<file path="src/rtl/write_through_buffer.sv">
// Write-through store buffer: circular FIFO of {addr, wdata, wstrb} drained to a back-end write channel.
// Optional tail-entry write merging when WTB_MERGE_EN is defined.
module write_through_buffer #(
    parameter int FE_ADDR_W = 32,
    parameter int FE_DATA_W = 32,
    parameter int DEPTH_W   = 2
) (
    input  logic                                                 clk,
    input  logic                                                 reset,
    input  logic                                                 push_valid,
    input  logic [FE_ADDR_W-$clog2(FE_DATA_W/8)-1:0]             push_addr,
    input  logic [FE_DATA_W-1:0]                                 push_wdata,
    input  logic [FE_DATA_W/8-1:0]                               push_wstrb,
    output logic                                                 full,
    output logic                                                 empty,
    output logic [DEPTH_W:0]                                     level,
    output logic                                                 write_valid,
    output logic [FE_ADDR_W-$clog2(FE_DATA_W/8)-1:0]             write_addr,
    output logic [FE_DATA_W-1:0]                                 write_wdata,
    output logic [FE_DATA_W/8-1:0]                               write_wstrb,
    input  logic                                                 write_ready
);
    localparam int FE_NBYTES = FE_DATA_W / 8;
    localparam int FE_BYTE_W = $clog2(FE_NBYTES);
    localparam int WA_W      = FE_ADDR_W - FE_BYTE_W;
    localparam int DEPTH     = 2 ** DEPTH_W;

    logic [DEPTH_W-1:0]                      wr_ptr_q, wr_ptr_d;
    logic [DEPTH_W-1:0]                      rd_ptr_q, rd_ptr_d;
    logic [DEPTH_W:0]                        level_q, level_d;
    logic [DEPTH-1:0][WA_W-1:0]              addr_q, addr_d;
    logic [DEPTH-1:0][FE_NBYTES-1:0][7:0]    data_q, data_d;
    logic [DEPTH-1:0][FE_NBYTES-1:0]         strb_q, strb_d;

    logic alloc;
    logic pop;

    assign full        = (level_q == (DEPTH_W+1)'(DEPTH));
    assign empty       = (level_q == '0);
    assign level       = level_q;
    assign write_valid = !empty;
    assign write_addr  = addr_q[rd_ptr_q];
    assign write_wdata = data_q[rd_ptr_q];
    assign write_wstrb = strb_q[rd_ptr_q];

    assign pop = write_valid && write_ready;

`ifdef WTB_MERGE_EN
    logic [DEPTH_W-1:0] tail_ptr;
    logic               merge;

    assign tail_ptr = wr_ptr_q - DEPTH_W'(1);
    // Tail is distinct from head only with two or more entries, so a merge
    // never alters data the back end may already be consuming.
    assign merge    = push_valid && (level_q >= (DEPTH_W+1)'(2))
                      && (push_addr == addr_q[tail_ptr]);
    assign alloc    = push_valid && !full && !merge;
`else
    assign alloc    = push_valid && !full;
`endif

    always_comb begin
        wr_ptr_d = wr_ptr_q;
        rd_ptr_d = rd_ptr_q;
        level_d  = level_q;
        addr_d   = addr_q;
        data_d   = data_q;
        strb_d   = strb_q;

        if (alloc) begin
            addr_d[wr_ptr_q] = push_addr;
            data_d[wr_ptr_q] = push_wdata;
            strb_d[wr_ptr_q] = push_wstrb;
            wr_ptr_d         = wr_ptr_q + DEPTH_W'(1);
        end
`ifdef WTB_MERGE_EN
        if (merge) begin
            for (int i = 0; i < FE_NBYTES; i++) begin
                if (push_wstrb[i]) data_d[tail_ptr][i] = push_wdata[i*8 +: 8];
            end
            strb_d[tail_ptr] = strb_q[tail_ptr] | push_wstrb;
        end
`endif
        if (pop) rd_ptr_d = rd_ptr_q + DEPTH_W'(1);

        case ({alloc, pop})
            2'b10:   level_d = level_q + (DEPTH_W+1)'(1);
            2'b01:   level_d = level_q - (DEPTH_W+1)'(1);
            default: level_d = level_q;
        endcase
    end

    always_ff @(posedge clk or negedge reset) begin
        if (!reset) begin
            wr_ptr_q <= '0;
            rd_ptr_q <= '0;
            level_q  <= '0;
        end else begin
            wr_ptr_q <= wr_ptr_d;
            rd_ptr_q <= rd_ptr_d;
            level_q  <= level_d;
        end
    end

    // Payload storage carries no reset; it is only observed while write_valid=1.
    always_ff @(posedge clk) begin
        addr_q <= addr_d;
        data_q <= data_d;
        strb_q <= strb_d;
    end

endmodule
</file>
<file path="config.mk">
export PLATFORM = sky130hd
export DESIGN_NAME = write_through_buffer
export DESIGN_NICKNAME = d
export VERILOG_FILES = /design/src/rtl/write_through_buffer.sv
export SDC_FILE = /design/constraint.sdc
export NUM_CORES = 1
export LEC_CHECK = 0
export BUFFER_PORTS_ARGS = -buffer_cell sky130_fd_sc_hd__buf_2
export CAP_MARGIN = 30
export CORE_MARGIN = 4
export CORE_UTILIZATION = 55
export CTS_CLUSTER_DIAMETER = 50
export CTS_CLUSTER_SIZE = 28
export DETAILED_ROUTE_END_ITERATION = 10
export PLACE_DENSITY = 0.89
export SLEW_MARGIN = 30
export SYNTH_ARGS = -nofsm -noshare
export SYNTH_HDL_FRONTEND = slang
export SYNTH_SLANG_ARGS = --single-unit
</file>
<file path="constraint.sdc">
create_clock -name clk -period 3.7 [get_ports clk]
set_input_delay 0.37 -clock clk [delete_from_list [all_inputs] [get_ports clk]]
set_output_delay 0.37 -clock clk [all_outputs]
set_load 0.03 [all_outputs]
</file>
==> summary.txt <==
Final layout
  • Share of cells above drive strength 1: 46.1%
  • Fillers: 1135
  • Area delta synth->final: 17.3%
  • Nets: 617
  • # diodes: 0
  • Fin util: 66.7%

Floorplanning
  • Die Width: 143 µm
  • Core Box Area: 0.0175 mm²
  • Die height: 143 µm
  • Row count: 48
  • I/O Pins: 142
  • Die area: 0.0203 mm²
  • Initial Util: 56.8%

Route
  • Via Count: 4381
  • Total wire length: 16.9 mm
  • Initial DRC Count: 265
  • Pre-antenna DRT Iters: 6
  • Vias/cell: 5.63
  • Post-DRT Antenna Nets: 0
  • Residual DRC: 0
  • DR WL/cell: 21.8 µm

Yosys
  • Post-synth cell types: 22
  • Post-synth EDFFs: 264
  • Mapped Nets: 459
  • Synth area leader: edfxtp_1
  • Yosys reg bits: 271
  • Post-Syn Area: 0.00997 mm²
  • Most frequent cells after synthesis: 264 x edfxtp_1, 66 x mux4_2, 7 x dfrtp_1, 7 x inv_1, 5 x ha_1
  • Post-synth ARST share: 2.58%
  • Gate Count Post-Synth: 383
  • Yosys warning count: 0
  • Synth top area cells: edfxtp_1 80%, mux4_2 15%, dfrtp_1 1.8%, ha_1 0.63%, buf_12 0.60%
  • Sequential area share after synthesis: 81.3%
  • Synth top area share: 79.5%
  • Synthesized area per cell: 26.0 µm²
  • Top_reg_cell synth: edfxtp_1
  • Count leader, synth: edfxtp_1

Hold path
  • Hold path depth: 1
  • Hold Path End: addr_q[60]$_DFFE_PP_
  • Hold Startpoint: push_addr[0]
  • Worst min path class: in -> reg

Setup path
  • Critical Path Sink Type: output pin
  • Beginning of the worst register-to-register path: level[2]$_DFFE_PN0P_
  • CP Max Fanout: 38
  • Crit path DAT: 2.53 ns
  • Reg-to-reg endpoint: data_q[8]$_DFFE_PP_
  • WP data required: 3.33 ns
  • Worst reg-to-reg setup slack: 1.32 ns
  • Reg2Reg Depth: 5
  • Path type of the worst setup path: reg -> out
  • CP startpoint kind: flip-flop

Global routing
  • First-pass GRT wire length: 26.6 mm
  • GR Overflow Total: 0
  • Pin count of the biggest net entering global routing: 68
  • Initial antenna violation count: 2
  • GR Util All Layers: 17.0%
  • Vias in the first global route: 4706

Timing
  • Slew headroom: 59.4%
  • Fin crit share: 78.3%
  • Min Tclk post-route: 2.90 ns
  • Fmax: 0.345 GHz
  • Final setup TNS: 0 ns
  • Fin. max-slew vios: 0
  • Clock skew: 0.0255 ns
  • Final setup fails: 0
  • Hold Violations, Final: 0
  • RSZ-0062 raised after global routing: false
  • Slew @ Worst Pin: 0.608 ns

Clock tree
  • Bufs on Longest Clock Path: 3
  • TritonCTS buffer count: 19
  • CTS tree: yes
  • Clk root buf: clkbuf_16
  • Clk_lat worst skew: 0.50 ns
  • Clk sink count: 271
  • H-tree level count: 1
  • Reg clk slew, reported paths: 0.08 ns
  • CTS resizes: 0

Placed design
  • Final Wtd Congestion: 0.743
  • PortBufs: 141
  • DP HPWL: 10.8 mm

Outcome
  • Status: complete, no violations

Power and ir drop
  • Clock Power Share: 21.2%
  • Total power: 0.00996 W
  • Sw Share: 34.5%
  • Flop pwr share: 43.8%
  • Pwr/cell area: 852 mW/mm²
  • Leak: 4.02 nW
  • Max VDD drop: 0.000581 V
  • Combinational Power Share: 35.1%
  • Int Pwr: 0.00652 W
  • P_sw: 0.00344 W

Run
  • Max-cap viol count: 0
layout make-up:
class                   instances  area (µm²)  share of cell area [%]
clock inverters                13         158                    1.35
multi-input cells              90        1710                    14.7
flip-flops and latches        271        8110                    69.4
well taps                     225         282                    2.41
inverters                       7        26.3                   0.225
clock buffers                  20         479                    4.10
repair buffers                152         923                    7.90
critical path, stage by stage (launching register included):
cell,delay (ns)
dfrtp_4,0.83
buf_12,0.36
mux4_2,0.59
buf_2,0.20
flip-flops by register name (all words and copies together) (netlist names):
name      count
wr_ptr_q      2
level         3
rd_ptr_q      2
strb_q       16
addr_q      120
data_q      128
cell families (layout without fill, tap and decap cells):
kind of cell / Yosys count / after routing / share of synthesized area [%]
muxes: 68 / 68 / 15.1
AOI/OAI and AO/OA: 1 / 1 / 0.0879
xor gates and xnor gates: 6 / 6 / 0.527
adders and majority gates: 6 / 6 / 0.829
and+or+nand+nor: 9 / 9 / 0.527
DFF: 271 / 271 / 81.3
buffers and inverters: 22 / 192 / 1.59
what timing repair did:
action | CTS | global route
hold buffers | 1 | 0
hold endpoints to repair | 7 | 0
endpoints found under the setup margin | 0 | 0
buffers inserted | 0 | 0
routing by layer:
| layer | track usage [%] | share of wire [%] | vias up | wire length (µm) |
|---|---|---|---|---|
| li1 | - | - | 1943 | - |
| met3 | 3.88 | 6.6 | 31 | 1120 |
| met4 | 4.25 | 2.0 | 4 | 342 |
| met5 | 0 | 0.15 | - | 26 |
| met2 | 28.4 | 51 | 139 | 8700 |
| met1 | 23.4 | 40 | 2264 | 6760 |
layout by cell type, fill, tap and decap left out, types with 2 or more instances in the layout:
cell	n
mux4_2	66
clkbuf_16	19
bufinv_16	2
xnor2_1	3
clkinv_8	2
buf_2	141
dfrtp_4	2
xor2_1	3
inv_6	3
dfrtp_1	5
edfxtp_1	264
buf_12	9
ha_1	5
inv_1	7
clkinv_2	3
and2_4	4
worst max-delay path by stage:
| stage | from | cells after the start | end |
|---|---|---|---|
| 5_1_grt | rd_ptr_q[0]$_DFFE_PN0P_ | 3 | write_addr[28] |
| 2_1_floorplan | level[0]$_DFFE_PN0P_ | 3 | addr_q[0]$_DFFE_PP_ |
| 3_5_place_dp | rd_ptr_q[0]$_DFFE_PN0P_ | 3 | write_wdata[31] |
| 4_1_cts | rd_ptr_q[0]$_DFFE_PN0P_ | 3 | write_addr[28] |
| 6_report | rd_ptr_q[0]$_DFFE_PN0P_ | 3 | write_addr[28] |
| 3_3_place_gp | rd_ptr_q[0]$_DFFE_PN0P_ | 3 | write_wstrb[0] |
power by group through the flow:
stage / Combinational [W] / Sequential [W] / Clock [W]
after floorplan: 0.00269 / 0.00429 / 0
after CTS: 0.00344 / 0.00448 / 0.00216
after global routing: 0.00371 / 0.00444 / 0.00231
after global placement: 0.00326 / 0.00451 / 0
final: 0.00349 / 0.00436 / 0.00211
after detailed placement: 0.00343 / 0.00454 / 0
per-stage QoR:
stage	instances	setup WS, ns	hold slack (ns)	cell area [µm²]
after floorplan	383	0.492	0.0744	9970
after global placement	735	1.30	0.212	10900
after detailed placement	743	1.29	0.220	11000
after CTS	777	0.713	0.0538	11700
after global routing	778	0.599	0.0521	11700
final	778	0.803	0.0792	11700
No activity file was read; power rests on OpenSTA's default activity.
